`src/rtl/alu_pkg.sv`:
```
// Shared definitions for the alu_6_bit datapath and its request scheduler.
package alu_pkg;

  localparam int unsigned DATA_W = 6;
  localparam int unsigned RES_W  = 12;

  localparam logic [DATA_W-1:0] ADD         = 6'd1;
  localparam logic [DATA_W-1:0] SUB         = 6'd2;
  localparam logic [DATA_W-1:0] MUL         = 6'd3;
  localparam logic [DATA_W-1:0] DIV         = 6'd4;
  localparam logic [DATA_W-1:0] AND         = 6'd5;
  localparam logic [DATA_W-1:0] OR          = 6'd6;
  localparam logic [DATA_W-1:0] XOR         = 6'd7;
  localparam logic [DATA_W-1:0] NAND        = 6'd8;
  localparam logic [DATA_W-1:0] NOR         = 6'd9;
  localparam logic [DATA_W-1:0] SHIFT_LEFT  = 6'd10;
  localparam logic [DATA_W-1:0] SHIFT_RIGHT = 6'd11;
  localparam logic [DATA_W-1:0] ROTATE_LEFT = 6'd12;

  localparam logic [DATA_W-1:0] OP_MIN = ADD;
  localparam logic [DATA_W-1:0] OP_MAX = ROTATE_LEFT;

  typedef enum logic [2:0] {
    StIdle,
    StLaunch,
    StWait,
    StReject,
    StResp
  } sched_state_e;

  // Opcodes outside the ALU's range and division by zero never reach the ALU.
  function automatic logic op_is_valid(input logic [DATA_W-1:0] opc,
                                       input logic [DATA_W-1:0] opb);
    return (opc >= OP_MIN) && (opc <= OP_MAX) && !((opc == DIV) && (opb == '0));
  endfunction

endpackage

```
`src/rtl/rr_arbiter.sv`:
```
// Round-robin pick: first requester at or after the pointer, wrapping.
module rr_arbiter #(
  parameter  int unsigned NUM_REQ = 4,
  localparam int unsigned IdxW    = $clog2(NUM_REQ)
) (
  input  logic               CLK_I,
  input  logic               RST_I,
  input  logic [NUM_REQ-1:0] REQ_I,
  input  logic               ADVANCE_I,
  output logic               WIN_VALID_O,
  output logic [IdxW-1:0]    WIN_IDX_O
);

  logic [IdxW-1:0] ptr_q;
  int unsigned     cand;
  logic            found;

  always_comb begin
    found     = 1'b0;
    WIN_IDX_O = '0;
    cand      = 0;
    for (int unsigned i = 0; i < NUM_REQ; i++) begin
      cand = 32'(ptr_q) + i;
      if (cand >= NUM_REQ) cand = cand - NUM_REQ;
      if (!found && REQ_I[cand[IdxW-1:0]]) begin
        found     = 1'b1;
        WIN_IDX_O = cand[IdxW-1:0];
      end
    end
    WIN_VALID_O = found;
  end

  always_ff @(posedge CLK_I or posedge RST_I) begin
    if (RST_I) begin
      ptr_q <= '0;
    end else if (ADVANCE_I && found) begin
      ptr_q <= (WIN_IDX_O == IdxW'(NUM_REQ - 1)) ? '0 : WIN_IDX_O + IdxW'(1);
    end
  end

endmodule

```
`src/rtl/alu_6_bit_scheduler.sv`:
```
// Shares one alu_6_bit among NUM_REQ requesters: arbitrates, screens bad ops, drives the
// ALU EN/BUSY handshake and returns a one-hot tagged response.
module alu_6_bit_scheduler
  import alu_pkg::*;
#(
  parameter int unsigned NUM_REQ = 4,
  parameter int unsigned TIMEOUT = 16
) (
  input  logic                      CLK_I,
  input  logic                      RST_I,
  input  logic [NUM_REQ-1:0]        REQ_I,
  input  logic [DATA_W*NUM_REQ-1:0] OPA_I,
  input  logic [DATA_W*NUM_REQ-1:0] OPB_I,
  input  logic [DATA_W*NUM_REQ-1:0] OPC_I,
  output logic [NUM_REQ-1:0]        GNT_O,
  output logic [NUM_REQ-1:0]        RESP_VALID_O,
  output logic [RES_W-1:0]          RESP_DATA_O,
  output logic                      RESP_ERR_O,
  output logic                      SCHED_BUSY_O,
  output logic [DATA_W-1:0]         ALU_DATA_IN_1_O,
  output logic [DATA_W-1:0]         ALU_DATA_IN_2_O,
  output logic [DATA_W-1:0]         ALU_CONTROL_O,
  output logic                      ALU_EN_O,
  input  logic [RES_W-1:0]          ALU_DATA_OUT_I,
  input  logic                      ALU_BUSY_I,
  input  logic                      ALU_DONE_I
);

  localparam int unsigned        IdxW    = $clog2(NUM_REQ);
  localparam int unsigned        CntW    = $clog2(TIMEOUT + 1);
  localparam logic [NUM_REQ-1:0] OneHot0 = NUM_REQ'(1);

  logic                win_valid;
  logic [IdxW-1:0]     win_idx;
  logic [DATA_W-1:0]   win_a, win_b, win_c;
  logic                advance;
  logic                unused_done;

  sched_state_e        state_q;
  logic [NUM_REQ-1:0]  owner_q;
  logic                busy_seen_q;
  logic [CntW-1:0]     cnt_q;
  logic [NUM_REQ-1:0]  gnt_q;
  logic [NUM_REQ-1:0]  resp_valid_q;
  logic [RES_W-1:0]    resp_data_q;
  logic                resp_err_q;
  logic                sched_busy_q;
  logic [DATA_W-1:0]   alu_a_q, alu_b_q, alu_c_q;
  logic                alu_en_q;

  // DONE is also high while the ALU idles, so it cannot mark completion.
  assign unused_done = ALU_DONE_I;

  assign advance = (state_q == StIdle);

  rr_arbiter #(
    .NUM_REQ(NUM_REQ)
  ) u_rr_arbiter (
    .CLK_I      (CLK_I),
    .RST_I      (RST_I),
    .REQ_I      (REQ_I),
    .ADVANCE_I  (advance),
    .WIN_VALID_O(win_valid),
    .WIN_IDX_O  (win_idx)
  );

  assign win_a = OPA_I[DATA_W*win_idx +: DATA_W];
  assign win_b = OPB_I[DATA_W*win_idx +: DATA_W];
  assign win_c = OPC_I[DATA_W*win_idx +: DATA_W];

  always_ff @(posedge CLK_I or posedge RST_I) begin
    if (RST_I) begin
      state_q      <= StIdle;
      owner_q      <= '0;
      busy_seen_q  <= 1'b0;
      cnt_q        <= '0;
      gnt_q        <= '0;
      resp_valid_q <= '0;
      resp_data_q  <= '0;
      resp_err_q   <= 1'b0;
      sched_busy_q <= 1'b0;
      alu_a_q      <= '0;
      alu_b_q      <= '0;
      alu_c_q      <= '0;
      alu_en_q     <= 1'b0;
    end else begin
      gnt_q        <= '0;
      resp_valid_q <= '0;
      alu_en_q     <= 1'b0;
      unique case (state_q)
        StIdle: begin
          if (win_valid) begin
            gnt_q        <= OneHot0 << win_idx;
            owner_q      <= OneHot0 << win_idx;
            alu_a_q      <= win_a;
            alu_b_q      <= win_b;
            alu_c_q      <= win_c;
            cnt_q        <= '0;
            sched_busy_q <= 1'b1;
            if (op_is_valid(win_c, win_b)) begin
              alu_en_q <= 1'b1;
              state_q  <= StLaunch;
            end else begin
              state_q  <= StReject;
            end
          end
        end
        StLaunch: begin
          busy_seen_q <= 1'b0;
          cnt_q       <= '0;
          state_q     <= StWait;
        end
        StWait: begin
          if (ALU_BUSY_I) busy_seen_q <= 1'b1;
          // The result is only valid on the first non-busy cycle after busy.
          if (busy_seen_q && !ALU_BUSY_I) begin
            resp_valid_q <= owner_q;
            resp_data_q  <= ALU_DATA_OUT_I;
            resp_err_q   <= 1'b0;
            state_q      <= StResp;
          end else if (cnt_q == CntW'(TIMEOUT - 1)) begin
            resp_valid_q <= owner_q;
            resp_data_q  <= '0;
            resp_err_q   <= 1'b1;
            state_q      <= StResp;
          end else begin
            cnt_q <= cnt_q + CntW'(1);
          end
        end
        StReject: begin
          // Two cycles here so the error response lands two cycles after the grant.
          if (cnt_q == '0) begin
            cnt_q <= CntW'(1);
          end else begin
            resp_valid_q <= owner_q;
            resp_data_q  <= '0;
            resp_err_q   <= 1'b1;
            state_q      <= StResp;
          end
        end
        StResp: begin
          resp_data_q  <= '0;
          resp_err_q   <= 1'b0;
          sched_busy_q <= 1'b0;
          state_q      <= StIdle;
        end
        default: state_q <= StIdle;
      endcase
    end
  end

  assign GNT_O           = gnt_q;
  assign RESP_VALID_O    = resp_valid_q;
  assign RESP_DATA_O     = resp_data_q;
  assign RESP_ERR_O      = resp_err_q;
  assign SCHED_BUSY_O    = sched_busy_q;
  assign ALU_DATA_IN_1_O = alu_a_q;
  assign ALU_DATA_IN_2_O = alu_b_q;
  assign ALU_CONTROL_O   = alu_c_q;
  assign ALU_EN_O        = alu_en_q;

endmodule
```
`config.mk`:
```
export PLATFORM = sky130hd
export DESIGN_NAME = alu_6_bit_scheduler
export DESIGN_NICKNAME = d
export VERILOG_FILES = /design/src/rtl/alu_pkg.sv /design/src/rtl/rr_arbiter.sv /design/src/rtl/alu_6_bit_scheduler.sv
export SDC_FILE = /design/constraint.sdc
export NUM_CORES = 1
export LEC_CHECK = 0
export BUFFER_PORTS_ARGS = -buffer_cell sky130_fd_sc_hd__buf_4
export CELL_PAD_IN_SITES_DETAIL_PLACEMENT = 0
export CELL_PAD_IN_SITES_GLOBAL_PLACEMENT = 1
export CORE_MARGIN = 1.5
export CORE_UTILIZATION = 24
export DETAILED_ROUTE_END_ITERATION = 7
export GPL_TIMING_DRIVEN = 0
export MAX_ROUTING_LAYER = met4
export PLACE_DENSITY_LB_ADDON = 0.1
export SETUP_SLACK_MARGIN = 0.3
export SYNTH_ARGS = -nofsm -noshare
export SYNTH_HDL_FRONTEND = slang
export SYNTH_HIERARCHICAL = 1
export SYNTH_SLANG_ARGS = --single-unit
export TNS_END_PERCENT = 100
```
`constraint.sdc`:
```
create_clock -name CLK_I -period 2.73 [get_ports CLK_I]
set_clock_uncertainty 0.1 [all_clocks]
set_input_delay 0.1365 -clock CLK_I [delete_from_list [all_inputs] [get_ports CLK_I]]
set_output_delay 0.1365 -clock CLK_I [all_outputs]
set_load 0.05 [all_outputs]
```
# After elaboration in Yosys (flattened, before gate mapping)
# Cells that the tools add are included.
[totals]
register_bits = 56
inputBits = 92
out_inout_bits = 41
word_cells = 131
[op_classes]
add_sub_neg = 9
multipliers = 1
magnitude_cmp = 10
eq_ne = 14
shift = 4
n_mux = 53
reduce_logical = 26
[op_table]
columns = ["operator", "n"]
rows = [
  ["$shiftx A24 B6 Y6", 3],
  ["$mux W12", 3],
  ["$pmux W12 S3", 1],
  ["$mux W2", 10],
  ["$mux W4", 5],
  ["$mux W5", 4],
  ["$pmux W5 S4", 1],
  ["$mux W1", 16],
  ["$lt A2 B3 Y1 const B", 4],
  ["$mux W3", 4],
  ["$ne A2 B2 Y1 const B", 6],
  ["$pmux W3 S4", 1],
  ["$ge A3 B3 Y1 const B", 3],
  ["$bmux W1 S2", 4],
  ["$logic_and A1 B1 Y1", 8],
  ["$pmux W4 S2", 1],
  ["$sub A2 B1 Y2 const B", 4],
  ["$add A2 B2 Y3 const B", 2],
  ["$eq A3 B2 Y1 const B", 2],
  ["$eq A6 B3 Y1 const B", 1],
  ["$ge A6 B1 Y1 const B", 1],
  ["$le A6 B4 Y1 const B", 1],
  ["$logic_not A6 Y1", 1],
  ["$reduce_and A2 Y1", 3],
  ["21 further kinds", 28],
]

# Longest topological paths before layout
[logic_depth]
depth_word = 23
ltp_mapped = 10
depth_no_buf = 9

# Modules after synthesis
# Netlist, hierarchy kept.
[modules_own_cells]
columns = ["module", "instances", "cells_per_inst", "area_each_um2", "seq_area_each_um2"]
rows = [
  ["alu_6_bit_scheduler", 1, 264, 2778.9, 1351.3],
  ["rr_arbiter", 1, 25, 165.2, 50.0],
]

# Worst setup path before layout
# Ideal clock, no wire load.
[synth_timing]
path_type = "flip-flop to flip-flop"
start = "reg u_rr_arbiter.ptr_q[0]"
end = "reg state_q[1]"
setup_time_ps = 78
t_arrival_ps = 2478
required_ps = 2552
setup_slack_ps = 75
stages_incl_launch_ff = 11
n_path_buf = 1
synth_period_minus_slack_ps = 2655
cell_sequence = "dfrtp_1 > inv_1 > a22o_1 > a211o_1 > inv_1 > buf_4 > mux4_2 > or4_1 > nand3_1 > a31o_2 > o2bb2ai_1"
[synth_via]
elab_chain_len = 23
elab_cells_between_ends = 53
cone_classes = "add/sub: 7; mul: 1; order compare: 6; eq/ne: 2; shift: 2; mux: 23; reduce/logical: 12"
[synth_rtl]
columns = ["element", "line_no", "text"]
rows = [
  ["start: declaration", "rr_arbiter.sv:14", "logic [IdxW-1:0] ptr_q;"],
  ["start signal: assignment", "rr_arbiter.sv:37", "ptr_q <= (WIN_IDX_O == IdxW'(NUM_REQ - 1)) ? '0 : WIN_IDX_O + IdxW'(1);"],
  ["branches (longest 13 deep; another with $add A2 B1 Y3)", "--", ""],
  ["$mux W2 (*)", "rr_arbiter.sv:25", "if (!found && REQ_I[cand[IdxW-1:0]]) begin"],
  ["net win_idx[0]", "alu_6_bit_scheduler.sv:34", "logic [IdxW-1:0] win_idx;"],
  ["$mul A2 B2 Y4 (*)", "alu_6_bit_scheduler.sv:68, alu_6_bit_scheduler.sv:69", ""],
  ["branches (longest 4 deep; another with $ge A6 B1 Y1)", "--", ""],
  ["$logic_and A1 B1 Y1 (*)", "alu_pkg.sv:34", "return (opc >= OP_MIN) && (opc <= OP_MAX) && !((opc == DIV) && (opb == '0));"],
  ["$mux W2 (*)", "alu_6_bit_scheduler.sv:100", "if (op_is_valid(win_c, win_b)) begin"],
  ["$mux W3 (*)", "alu_6_bit_scheduler.sv:92", "if (win_valid) begin"],
  ["$pmux W3 S4 (*)", "alu_6_bit_scheduler.sv:90", "unique case (state_q)"],
  ["end signal: assignment", "alu_6_bit_scheduler.sv:102", "state_q <= StLaunch;"],
  ["end signal: assignment", "alu_6_bit_scheduler.sv:104", "state_q <= StReject;"],
  ["end signal: assignment", "alu_6_bit_scheduler.sv:111", "state_q <= StWait;"],
  ["end: declaration", "alu_6_bit_scheduler.sv:39", "sched_state_e state_q;"],
]
# Mark *: on every way through the listed nets, which the timed path passes. The select of a mux whose other input is x is not followed.
# A chain may end at the register's enable or synchronous reset.

# Worst setup path after layout
# Same ends and word-level chain as after synthesis.

==> run metrics <==
status finished clean; TritonCTS Buffers 5; setup ws final 108.7 ps; largest net degree at the start of global routing 40; fmax around 0.38 GHz; number of flops mapped to enable cells by yosys 0; internal power between 0.002 and 0.003 W; cell taking the most area after synthesis dfrtp_1; die height approximately 110 um; final cycle utilization of the critical path between 90% and 100%; Die Wd approximately 110 um; CTS Sinks 56; nature of the critical path endpoint register; pwr dens approximately 1100 nW/um2; Hold Path Class primary input to register; Max Slew Vio Count 0; ys flop type dfrtp_1; Setup crit end state_q[1]; first-pass GRT wire length about 13 mm; hpwl dp 6.154 mm; clk slew on worst S/H paths 70 ps; Flop pwr share approximately a quarter; Final Core Density about two fifths; Worst IR Drop VDD about 440 uV; CP Launch Point u_rr_arbiter/ptr_q[0]; r2r setup slk 110 ps; post-synth cell types between 40 and 50; startpoint types register; htree depth 2; DRT antenna net count 0; Place WS -56.90 ps; final setup vio count 0; standard-cell rows 40; Seq/Total Area, Yosys around 48%; Clock power frac 14.2%; Clock Root Buffer clkbuf_16; R2R cell count 9; Routability Congestion roughly 0.74; port bufs about 130; Remaining DRCs 0; die area roughly 13000 um2; Final nets 552; Worst EP arrival between 2000 and 3000 ps; Synth area leaders dfrtp_1 (48%), mux4_2 (14%), nand2_1 (10%); P&R area growth vs syn 56.95%; Core Region about 12000 um2; CTS tree yes; final cell count without fillers a little over 600; first-pass iteration count of the detailed router 4; CP Data Required Time between 2000 and 3000 ps; RSZ-0062 raised after global routing true; Max-slew headroom between 60% and 70%; crit-path max FO 4; P_sw 0.002440 W; placed insts 568; initial antenna violation count 0; Setup TNS Final 0 ps; DR vias 2671; clock buffer depth 2; Synth async-reset ratio between 90% and 100%; Filler cells 1246; post-synth top area share a little under half; vias in the first global route ~2700; syn nets between 300 and 400; Mapped Area roughly 3000 um2; Vias/cell 4.415; Final min period 2621 ps; DRT iter0 DRCs about 120; Comb power frac just over 60%; Sw Share 46.02%; total wire length between 8 and 9 mm; YS warnings 6; starting density of the core around 25%; Cells after Synth approximately 290; reg2reg start u_rr_arbiter/ptr_q[0]; design area 4621 um2; most common cell after layout, fill and taps aside buf_4; dpl cell area 4145 um2; GRT Util Overall a little over an eighth; commonest cells after routing, fill and taps aside buf_4 (147), nand2_1 (79), dfrtp_1 (56); layout cells sized above 1 between 40% and 50%; WS Path Type register to register; flops & latches, synth 56; ANT cells 0; wire per inst around 13 um; RR Endpoint state_q[1]; Max Cap Violations 0; worst-margin pin slew roughly 500 ps; IO Count 133; Overflow after GRT 0; Final Hold Vio Count 0; Lkg Pwr around 2.3 nW; Syn Area/Cell 10.19 um2; Worst-Skew Late Latency approximately 290 ps
-- cell usage after synthesis (2+ instances only) --
cell,instances
dfrtp_1,56
nand2_1,79
nor2b_1,2
ha_1,3
nand3b_1,2
nor4b_1,4
mux2i_1,12
or4_1,2
and3_2,2
nor3b_1,2
a21oi_1,13
nand2b_1,4
clkbuf_1,9
nand3_1,6
nor2_1,10
mux4_2,18
o21ai_0,7
a21o_1,4
o31ai_1,2
nor3_1,3
buf_2,2
and2_1,4
inv_1,23
-- metal layers --
metal | global-route usage (%) | part of all wire [%] | vias to the layer above
li1 | - | - | 1323
met1 | 16.77 | 45 | 1251
met2 | 21.73 | 48 | 95
met3 | 3.029 | 6.7 | 2
met4 | 3.750 | 0.56 | 0
met5 | - | 0 | -
-- critical path: stages (launching register included) --
cell,delay [ps]
dfrtp_1,350
inv_2,40
a22o_1,190
a211o_1,350
inv_4,120
mux4_2,560
or4_1,510
nand3_1,100
a31o_2,120
o2bb2ai_1,100
-- flip-flops by register name, indices dropped and copies added (netlist names) --
| register | flops |
|---|---|
| RESP_ERR_O | 1 |
| owner_q | 4 |
| ALU_DATA_IN_1_O | 6 |
| ALU_DATA_IN_2_O | 6 |
| u_rr_arbiter/ptr_q | 2 |
| GNT_O | 4 |
| SCHED_BUSY_O | 1 |
| state_q | 3 |
| RESP_DATA_O | 12 |
| ALU_CONTROL_O | 6 |
| ALU_EN_O | 1 |
| cnt_q | 5 |
| busy_seen_q | 1 |
| RESP_VALID_O | 4 |
-- area by class of cell --
| class | count | area [um2] | share of cell area, % |
|---|---|---|---|
| Buffer | 16 | 121.4 | 2.627 |
| Clock buffer | 5 | 125.1 | 2.708 |
| Clock inverter | 3 | 46.29 | 1.002 |
| Inverter | 23 | 88.84 | 1.923 |
| Multi-Input combinational cell | 194 | 1396 | 30.22 |
| Sequential cell | 56 | 1401 | 30.33 |
| Tap cell | 147 | 183.9 | 3.980 |
| Timing Repair Buffer | 161 | 1257 | 27.21 |
-- logic make-up after synthesis --
| family | synth area share [%] |
|---|---|
| xor+xnor | 0.2975 |
| buf+inv | 5.907 |
| simple gates | 19.29 |
| mux | 17.85 |
| flops | 47.60 |
| compound gates | 7.777 |
| fa+ha+maj | 1.275 |
-- metrics by stage --
stage / power [W] / hold WS [ps]
2_1_floorplan: 0.003487 / -222.3
3_3_place_gp: 0.004369 / -91.53
5_1_grt: 0.005699 / 124.4
4_1_cts: 0.005290 / 34.23
3_5_place_dp: 0.004383 / -83.69
6_report: 0.005302 / 44.57
-- how the worst min path moves through the flow --
stage,from,endpoint,slack [ps],cells after the start
floorplan,RST_I,u_rr_arbiter/ptr_q[0],-220,1
global placement,RST_I,u_rr_arbiter/ptr_q[1],-90,2
detailed placement,RST_I,u_rr_arbiter/ptr_q[0],-80,2
CTS,ALU_BUSY_I,busy_seen_q,30,3
global route,ALU_BUSY_I,busy_seen_q,120,3
finish,ALU_BUSY_I,busy_seen_q,40,3
-- what timing repair did --
item	CTS	global route
hold buffers	13	0
gates resized for setup	6	13
setup buffers	8	8
endpoints found under the hold margin	29	0
pin swaps	1	4
endpoints found under the setup margin	25	20
cloned	0	0
-- power groups by stage --
| stage | clock (W) | combinational, W | sequential [W] |
|---|---|---|---|
| finish | 0.000751 | 0.00320 | 0.00135 |
| global route | 0.000820 | 0.00348 | 0.00139 |
| CTS | 0.000793 | 0.00314 | 0.00135 |
| detailed placement | 0 | 0.00301 | 0.00137 |
| global placement | 0 | 0.00301 | 0.00136 |
| floorplan | 0 | 0.00128 | 0.00221 |
(Power assumes the default switching activity.)
